**config.mk**
```make
export PLATFORM = sky130hd
export DESIGN_NAME = irq_controller
export DESIGN_NICKNAME = d
export VERILOG_FILES = /design/src/rtl/irq_controller.sv
export SDC_FILE = /design/constraint.sdc
export NUM_CORES = 1
export LEC_CHECK = 0
export ABC_AREA = 1
export CORE_UTILIZATION = 40
export DETAILED_ROUTE_END_ITERATION = 12
export PLACE_DENSITY = 0.77
export SLEW_MARGIN = 15
export SYNTH_ARGS = -nofsm -noshare
export SYNTH_HDL_FRONTEND = slang
export SYNTH_SLANG_ARGS = --single-unit
```
**constraint.sdc**
```tcl
create_clock -name cpu_clk -period 1.48 [get_ports cpu_clk]
set_input_delay 0.444 -clock cpu_clk [delete_from_list [all_inputs] [get_ports cpu_clk]]
set_output_delay 0.444 -clock cpu_clk [all_outputs]
set_load 0.03 [all_outputs]
```
**src/rtl/irq_controller.sv**
```systemverilog
// Memory-mapped interrupt controller: PENDING/ENABLE/MODE/ACTIVE registers,
// synchronised edge/level sources and a registered active-low CPU interrupt.
module irq_controller #(
    parameter int          NUM_IRQ   = 4,
    parameter logic [15:0] BASE_ADDR = 16'h7010
) (
    input  logic               cpu_clk,
    input  logic               rst_ni,
    input  logic [15:0]        cpu_address_i,
    input  logic [7:0]         data_i,
    output logic [7:0]         data_o,
    output logic               data_en_o,
    input  logic               wen_ni,
    input  logic [NUM_IRQ-1:0] irq_src_i,
    output logic               irq_no
);
    localparam logic [7:0] IRQ_MASK = 8'((9'd1 << NUM_IRQ) - 9'd1);

    logic [7:0] src_ext;
    logic [7:0] s1_q, s1_d, s2_q, s2_d, s3_q, s3_d;
    logic [7:0] pend_q, pend_d, en_q, en_d, mode_q, mode_d;
    logic       irq_q, irq_d;
    logic       select, wr_en;
    logic [1:0] offset;
    logic [7:0] w1c, rise, hit, active, rd_data;
    logic [2:0] active_id;

    assign select = (cpu_address_i[15:2] == BASE_ADDR[15:2]);
    assign offset = cpu_address_i[1:0];
    assign wr_en  = select && !wen_ni;

    always_comb begin
        src_ext = '0;
        src_ext[NUM_IRQ-1:0] = irq_src_i;
    end

    always_comb begin
        s1_d = src_ext & IRQ_MASK;
        s2_d = s1_q;
        s3_d = s2_q;
        w1c  = (wr_en && offset == 2'd0) ? data_i : 8'h00;
        rise = s2_q & ~s3_q;
        // Edge bits latch until cleared (a coincident set wins); level bits follow s2.
        pend_d = ((mode_q & (rise | (pend_q & ~w1c))) | (~mode_q & s2_q)) & IRQ_MASK;
        en_d   = en_q;
        mode_d = mode_q;
        if (wr_en && offset == 2'd1) en_d   = data_i & IRQ_MASK;
        if (wr_en && offset == 2'd2) mode_d = data_i & IRQ_MASK;
        irq_d = ~|(pend_q & en_q);
    end

    always_comb begin
        hit       = pend_q & en_q;
        active_id = 3'd0;
        for (int i = 7; i >= 0; i--) begin
            if (hit[i]) active_id = 3'(i);
        end
        active = {|hit, 4'b0000, active_id};
    end

    always_comb begin
        case (offset)
            2'd0:    rd_data = pend_q;
            2'd1:    rd_data = en_q;
            2'd2:    rd_data = mode_q;
            default: rd_data = active;
        endcase
    end

    assign data_en_o = select && wen_ni;
    assign data_o    = data_en_o ? rd_data : 8'h00;
    assign irq_no    = irq_q;

    always_ff @(posedge cpu_clk or negedge rst_ni) begin
        if (!rst_ni) begin
            s1_q   <= 8'h00;
            s2_q   <= 8'h00;
            s3_q   <= 8'h00;
            pend_q <= 8'h00;
            en_q   <= 8'h00;
            mode_q <= 8'h00;
            irq_q  <= 1'b1;
        end else begin
            s1_q   <= s1_d;
            s2_q   <= s2_d;
            s3_q   <= s3_d;
            pend_q <= pend_d;
            en_q   <= en_d;
            mode_q <= mode_d;
            irq_q  <= irq_d;
        end
    end
endmodule

```
# ---- Yosys cells after proc, flatten, opt, wreduce, memory -nomap -nowiden
# Cells that the tools add are included.
dict set report op_classes {
  n_eq_ne 3
  mux 11
  bitwise_logic 10
  reduce_logical 9
}
# operator count
set ops {}
lappend ops {{3-bit two-way mux} 8}
lappend ops {{8-bit case mux with 3 select lines} 1}
lappend ops {{4-bit bitwise AND} 5}
lappend ops {{14-bit by 13-bit == test with 1-bit output, second input constant} 1}
lappend ops {{4-bit NOT} 3}
lappend ops {{8-bit two-way mux} 1}
lappend ops {{4-bit OR} 2}
lappend ops {{8-bit OR reduction} 1}
lappend ops {{1-bit logical AND} 5}
lappend ops {{4-bit two-way mux} 1}
lappend ops {{2-bit by 1-bit == test with 1-bit output, second input constant} 1}
lappend ops {{2-bit == test, second input constant} 1}
lappend ops {{1-bit logical NOT} 2}
lappend ops {{2-bit logical NOT} 1}
dict set report totals {
  regBits 25
  in_bits 31
  out_inout_bits 10
  word_cells 40
}

# ---- Depth between registers and ports, before layout
dict set report logic_depth {
  word_depth 10
  mapped_depth 9
  depth_no_buf 9
}

# ---- Worst setup path after synthesis
# No wires, ideal clock.
dict set report synth_timing {
  path_type {input -> output}
  startpoint {input port cpu_address_i[11]}
  endpoint {output port data_o[2]}
  arrival_ps 1506
  required_ps 1036
  slack_ps -470
  path_stages 5
  n_path_buf 0
  path_cell_list {nor2_1 -> nand3_2 -> nor2_8 -> nand2_4 -> a31oi_1}
}
dict set report synth_between {
  elab_chain_cells 3
}
# item line
set synth_lines {}
lappend synth_lines {{start: declaration} 9} ;# input logic [15:0] cpu_address_i,
lappend synth_lines {{14-bit by 13-bit == test with 1-bit output} 28} ;# assign select = (cpu_address_i[15:2] == BASE_ADDR[15:2]);
lappend synth_lines {{1-bit logical AND} 70} ;# assign data_en_o = select && wen_ni;
lappend synth_lines {{8-bit two-way mux} 71} ;# assign data_o = data_en_o ? rd_data : 8'h00;
lappend synth_lines {{end: declaration} 11} ;# output logic [7:0] data_o,
# No other way between the ends.

# ---- Worst setup path in the final report
dict set report layout_timing {
  startpoint {register pend_q[3]}
  endpoint {output port data_o[1]}
}
dict set report layout_between {
  elab_chain_cells 7
}
# item line
set layout_lines {}
lappend layout_lines {{start: declaration} 21} ;# logic [7:0] pend_q, pend_d, en_q, en_d, mode_q, mode_d;
lappend layout_lines {{start signal: assignment} 87} ;# pend_q <= pend_d;
lappend layout_lines {{4-bit bitwise AND} 53} ;# hit = pend_q & en_q;
lappend layout_lines {{3-bit two-way mux (4 in a row)} 56} ;# if (hit[i]) active_id = 3'(i);
lappend layout_lines {{8-bit case mux with 3 select lines} 62} ;# case (offset)
lappend layout_lines {{8-bit two-way mux} 71}
# No other way between the ends.

==> metrics.log <==
INFO  metric dr.pass1.iters = 4
INFO  metric finalNetCount = 220
INFO  metric gp_routability_congestion = 0.8665
INFO  metric layout.filler_cells = between 200 and 250
INFO  metric placement_rows = 19
INFO  metric p_per_area = 660.1 nW/µm²
INFO  metric grt.total_usage = 19.12%
INFO  metric via_per_inst = about 5.0
INFO  metric critPathCaptureType = primary output
INFO  metric share_of_total_power_consumed_by_net_switching = between 20% and 30%
INFO  metric buffer_ports.inserted = 33
INFO  metric path_delay_family = simple AND/OR/NAND/NOR gates
INFO  metric cp_cell_sequence = nand2_1 > nand2_2 > a31oi_2 > nor3b_4 > buf_6
INFO  metric failed_checks = setup timing
INFO  metric core-area = about 2800 µm²
INFO  metric route.met2.wl = ~1.4 mm
INFO  metric effective_utilization_at_floorplan = 42.60%
INFO  metric sequential_share_of_power = around 58%
INFO  metric detailed_place_hpwl = between 2 and 2.5 mm
INFO  metric outcome = finished, violations left
INFO  metric fin_crit_sh = 125.6%
INFO  metric grt_antenna_before_repair = 0
INFO  metric p_leak = approximately 0.00092 µW
INFO  metric synth_cell_types = 22
INFO  metric critPathMaxFanout = 4
INFO  metric vdd_ir_max = 0.6753 mV
INFO  metric synthToLayoutAreaGrowth = 59.11%
INFO  metric drt_drc_violations_left = 0
INFO  metric die_height = about 56 µm
INFO  metric rsz0062_at_grt = true
INFO  metric initialDrtViolationCount = 28
INFO  metric cts.sinks = 25
INFO  metric drv.max_cap_violation_count = 0
INFO  metric layout-drive-gt1-share = between 40% and 50%
INFO  metric yosys_register_bits = 25
INFO  metric syn-instance-count = around 140
INFO  metric maxSlewViolCount = 0
INFO  metric post-route-worst-setup-slack = -379.0 ps
INFO  metric finalHoldViolations = 0
INFO  metric worst_ep_required_time = ~1000 ps
INFO  metric die-area = around 3200 µm²
INFO  metric timing.final.setup_violations = 6
INFO  metric insertedDiodeCount = 0
INFO  metric root_buffer = sky130_fd_sc_hd__clkbuf_4
INFO  metric final_util = between 60% and 70%
INFO  metric grt_overflow = 0
INFO  metric timing.critical_path.slowest_stage_cell = sky130_fd_sc_hd__dfrtp_1
INFO  metric source_to_sink_clock_delay_at_the_later_pin_of_the_worst_skew_pair = between 300 and 400 ps
INFO  metric post_drt_wl_per_cell = 12.63 µm
INFO  metric cts_h_tree_depth = 1
INFO  metric critPathLaunchType = flip-flop
INFO  metric clockPowerShare = 25.7%
INFO  metric finish.instance_area = around 1900 µm²
INFO  metric chipWidth = between 50 and 60 µm
INFO  metric grt_start_max_net_pins = 19
INFO  metric path_clk_slew = around 130 ps
INFO  metric mappedNetlistArea = 1175 µm²
INFO  metric timing_worst_setup_path_type = reg -> out
INFO  metric clock-skew-final = approximately 16 ps
INFO  metric crit_buf_inv = 1
INFO  metric multi_input_comb_area = 643.1 µm²
INFO  metric arrival = ~1400 ps
INFO  metric top_layer_used = met4
INFO  metric hold_path_class = reg -> reg
INFO  metric dpl-instance-area = around 1700 µm²
INFO  metric finalCriticalPeriod = roughly 1900 ps
INFO  metric layout.area.seq = about 630 µm²
INFO  metric combinationalPowerShare = roughly 16%
INFO  metric grt_first_pass_wirelength = around 4.7 mm
INFO  metric p_int = ~900 µW
INFO  metric cts_tree = yes
INFO  metric clk_path_buf_depth = 2
INFO  metric num_io_pins = 41
INFO  metric met1_length = ~1.1 mm
INFO  metric yosys_warnings = 0
INFO  metric via_count = roughly 1100
INFO  metric critPathMaxStageDelay = ~420 ps
INFO  metric ys_seq_area_share = between 50% and 60%
INFO  metric number_of_global_route_vias_before_repair = ~1100
INFO  metric avgSynthCellArea = ~8.7 µm²
INFO  metric cts_inserted_buffers = 3
INFO  metric final_antenna_net_count = 0
INFO  metric netSwitchingPower = around 330 µW
INFO  metric postCtsHoldBufs = 0
INFO  metric maxClockFrequency = ~540 MHz
INFO  metric routed_length_on_met3 = 163 µm
INFO  metric wl = 2.766 mm
==> what timing repair did <==
item | CTS | global route
resized for setup | 83 | 26
pin swaps | 13 | 12
setup buffers | 1 | 0
gates cloned | 0 | 0
setup endpoints to repair | 18 | 7
==> final timing paths <==
path,startpoint,to,slack [ps],cells past startpoint
hold reg to reg,s1_q[3]$_DFF_PN0_,s2_q[3]$_DFF_PN0_,370,0
max in group asynchronous,rst_ni,s3_q[3]$_DFF_PN0_,830,2
hold / removal,s1_q[3]$_DFF_PN0_,s2_q[3]$_DFF_PN0_,370,0
setup reg to reg,pend_q[1]$_DFF_PN0_,irq_no$_DFF_PN1_,560,3
setup / recovery,pend_q[3]$_DFF_PN0_,data_o[1],-380,5
min in group asynchronous,rst_ni,s2_q[0]$_DFF_PN0_,390,2
==> sequential cells by signal (all words and copies together), names as in the netlist <==
signal	cells
en_q	4
mode_q	4
pend_q	4
s1_q	4
s2_q	4
s3_q	4
irq_no	1
==> per-layer routing <==
layer,up-vias,track usage (%)
li1,526,-
met1,522,22.80
met2,37,33.16
met3,5,3.953
met4,0,8.362
met5,-,0
==> cell usage in the layout (no fill, tap or decap) <==
cell / n
sky130_fd_sc_hd__nand2_2: 5
sky130_fd_sc_hd__nand3_4: 3
sky130_fd_sc_hd__dlygate4sd2_1: 1
sky130_fd_sc_hd__a21oi_2: 1
sky130_fd_sc_hd__inv_1: 11
sky130_fd_sc_hd__buf_4: 17
sky130_fd_sc_hd__buf_2: 8
sky130_fd_sc_hd__nand3_2: 1
sky130_fd_sc_hd__nor3b_4: 1
sky130_fd_sc_hd__dfstp_2: 1
sky130_fd_sc_hd__nand4_1: 4
sky130_fd_sc_hd__nand2_1: 43
sky130_fd_sc_hd__conb_1: 3
sky130_fd_sc_hd__inv_2: 2
sky130_fd_sc_hd__clkdlybuf4s50_1: 9
sky130_fd_sc_hd__a31oi_4: 2
sky130_fd_sc_hd__nand2_8: 1
sky130_fd_sc_hd__nor2_2: 1
sky130_fd_sc_hd__nor3_4: 1
sky130_fd_sc_hd__clkbuf_4: 3
sky130_fd_sc_hd__buf_8: 2
sky130_fd_sc_hd__buf_6: 13
sky130_fd_sc_hd__nor2_8: 1
sky130_fd_sc_hd__nor2_4: 9
sky130_fd_sc_hd__nand3_1: 2
sky130_fd_sc_hd__clkinvlp_4: 1
sky130_fd_sc_hd__clkinv_8: 1
sky130_fd_sc_hd__inv_8: 2
sky130_fd_sc_hd__dfrtp_1: 24
sky130_fd_sc_hd__a31oi_2: 1
sky130_fd_sc_hd__nand2_4: 4
sky130_fd_sc_hd__o21ai_1: 9
sky130_fd_sc_hd__o21ai_0: 1
==> cell families (layout without fill, tap and decap cells) <==
logic type,count (synthesis),after routing,synth area share [%]
AO/OA/AOI/OAI,14,14,6.283
buffers and inverters,19,70,7.134
flip-flops,25,25,53.36
other,1,3,0.3192
AND/OR/NAND/NOR,76,76,32.91
==> layout make-up <==
class,instances,share of cell area [%]
Multi-Input combinational cell,93,34.40
Sequential cell,25,33.53
Timing Repair Buffer,50,23.69
Inverter,16,4.685
Tap cell,31,2.075
Clock buffer,3,1.205
Clock inverter,1,0.4016
==> per-stage QoR <==
stage / TNS, ps / instances / hold slack [ps] / total power [µW] / worst slack [ps]
3_3_place_gp: -9600 / 214 / 333.7 / 905.3 / -771.9
5_1_grt: -2322 / 219 / 375.6 / 1286 / -470.0
4_1_cts: -2043 / 219 / 367.6 / 1229 / -381.6
6_report: -1931 / 219 / 365.9 / 1234 / -379.0
2_1_floorplan: -1345 / 137 / 148.4 / 788.7 / -314.0
3_5_place_dp: -10440 / 214 / 337.2 / 912.9 / -800.3
==> Yosys cell counts, drive strengths merged <==
cell    count  area share (%)
buf         3             1.9
dfrtp      24              51
a31oi       3             1.6
nand4       4             2.1
dfstp       1             2.2
nand2      53              18
inv        15             4.8
a21oi       1            0.43
conb        1            0.32
nor2       11             5.8
o21ai      10             4.3
nor3b       1             1.1
nand3       6             5.1
nor3        1            0.85
clkinv      1            0.43
==> power by group through the flow <==
stage | registers, µW | logic [µW] | clock network, µW
2_1_floorplan | 726 | 62.8 | 0
3_3_place_gp | 727 | 179 | 0
3_5_place_dp | 728 | 185 | 0
4_1_cts | 715 | 187 | 326
5_1_grt | 718 | 218 | 350
6_report | 715 | 201 | 317
(Power assumes the default switching activity.)
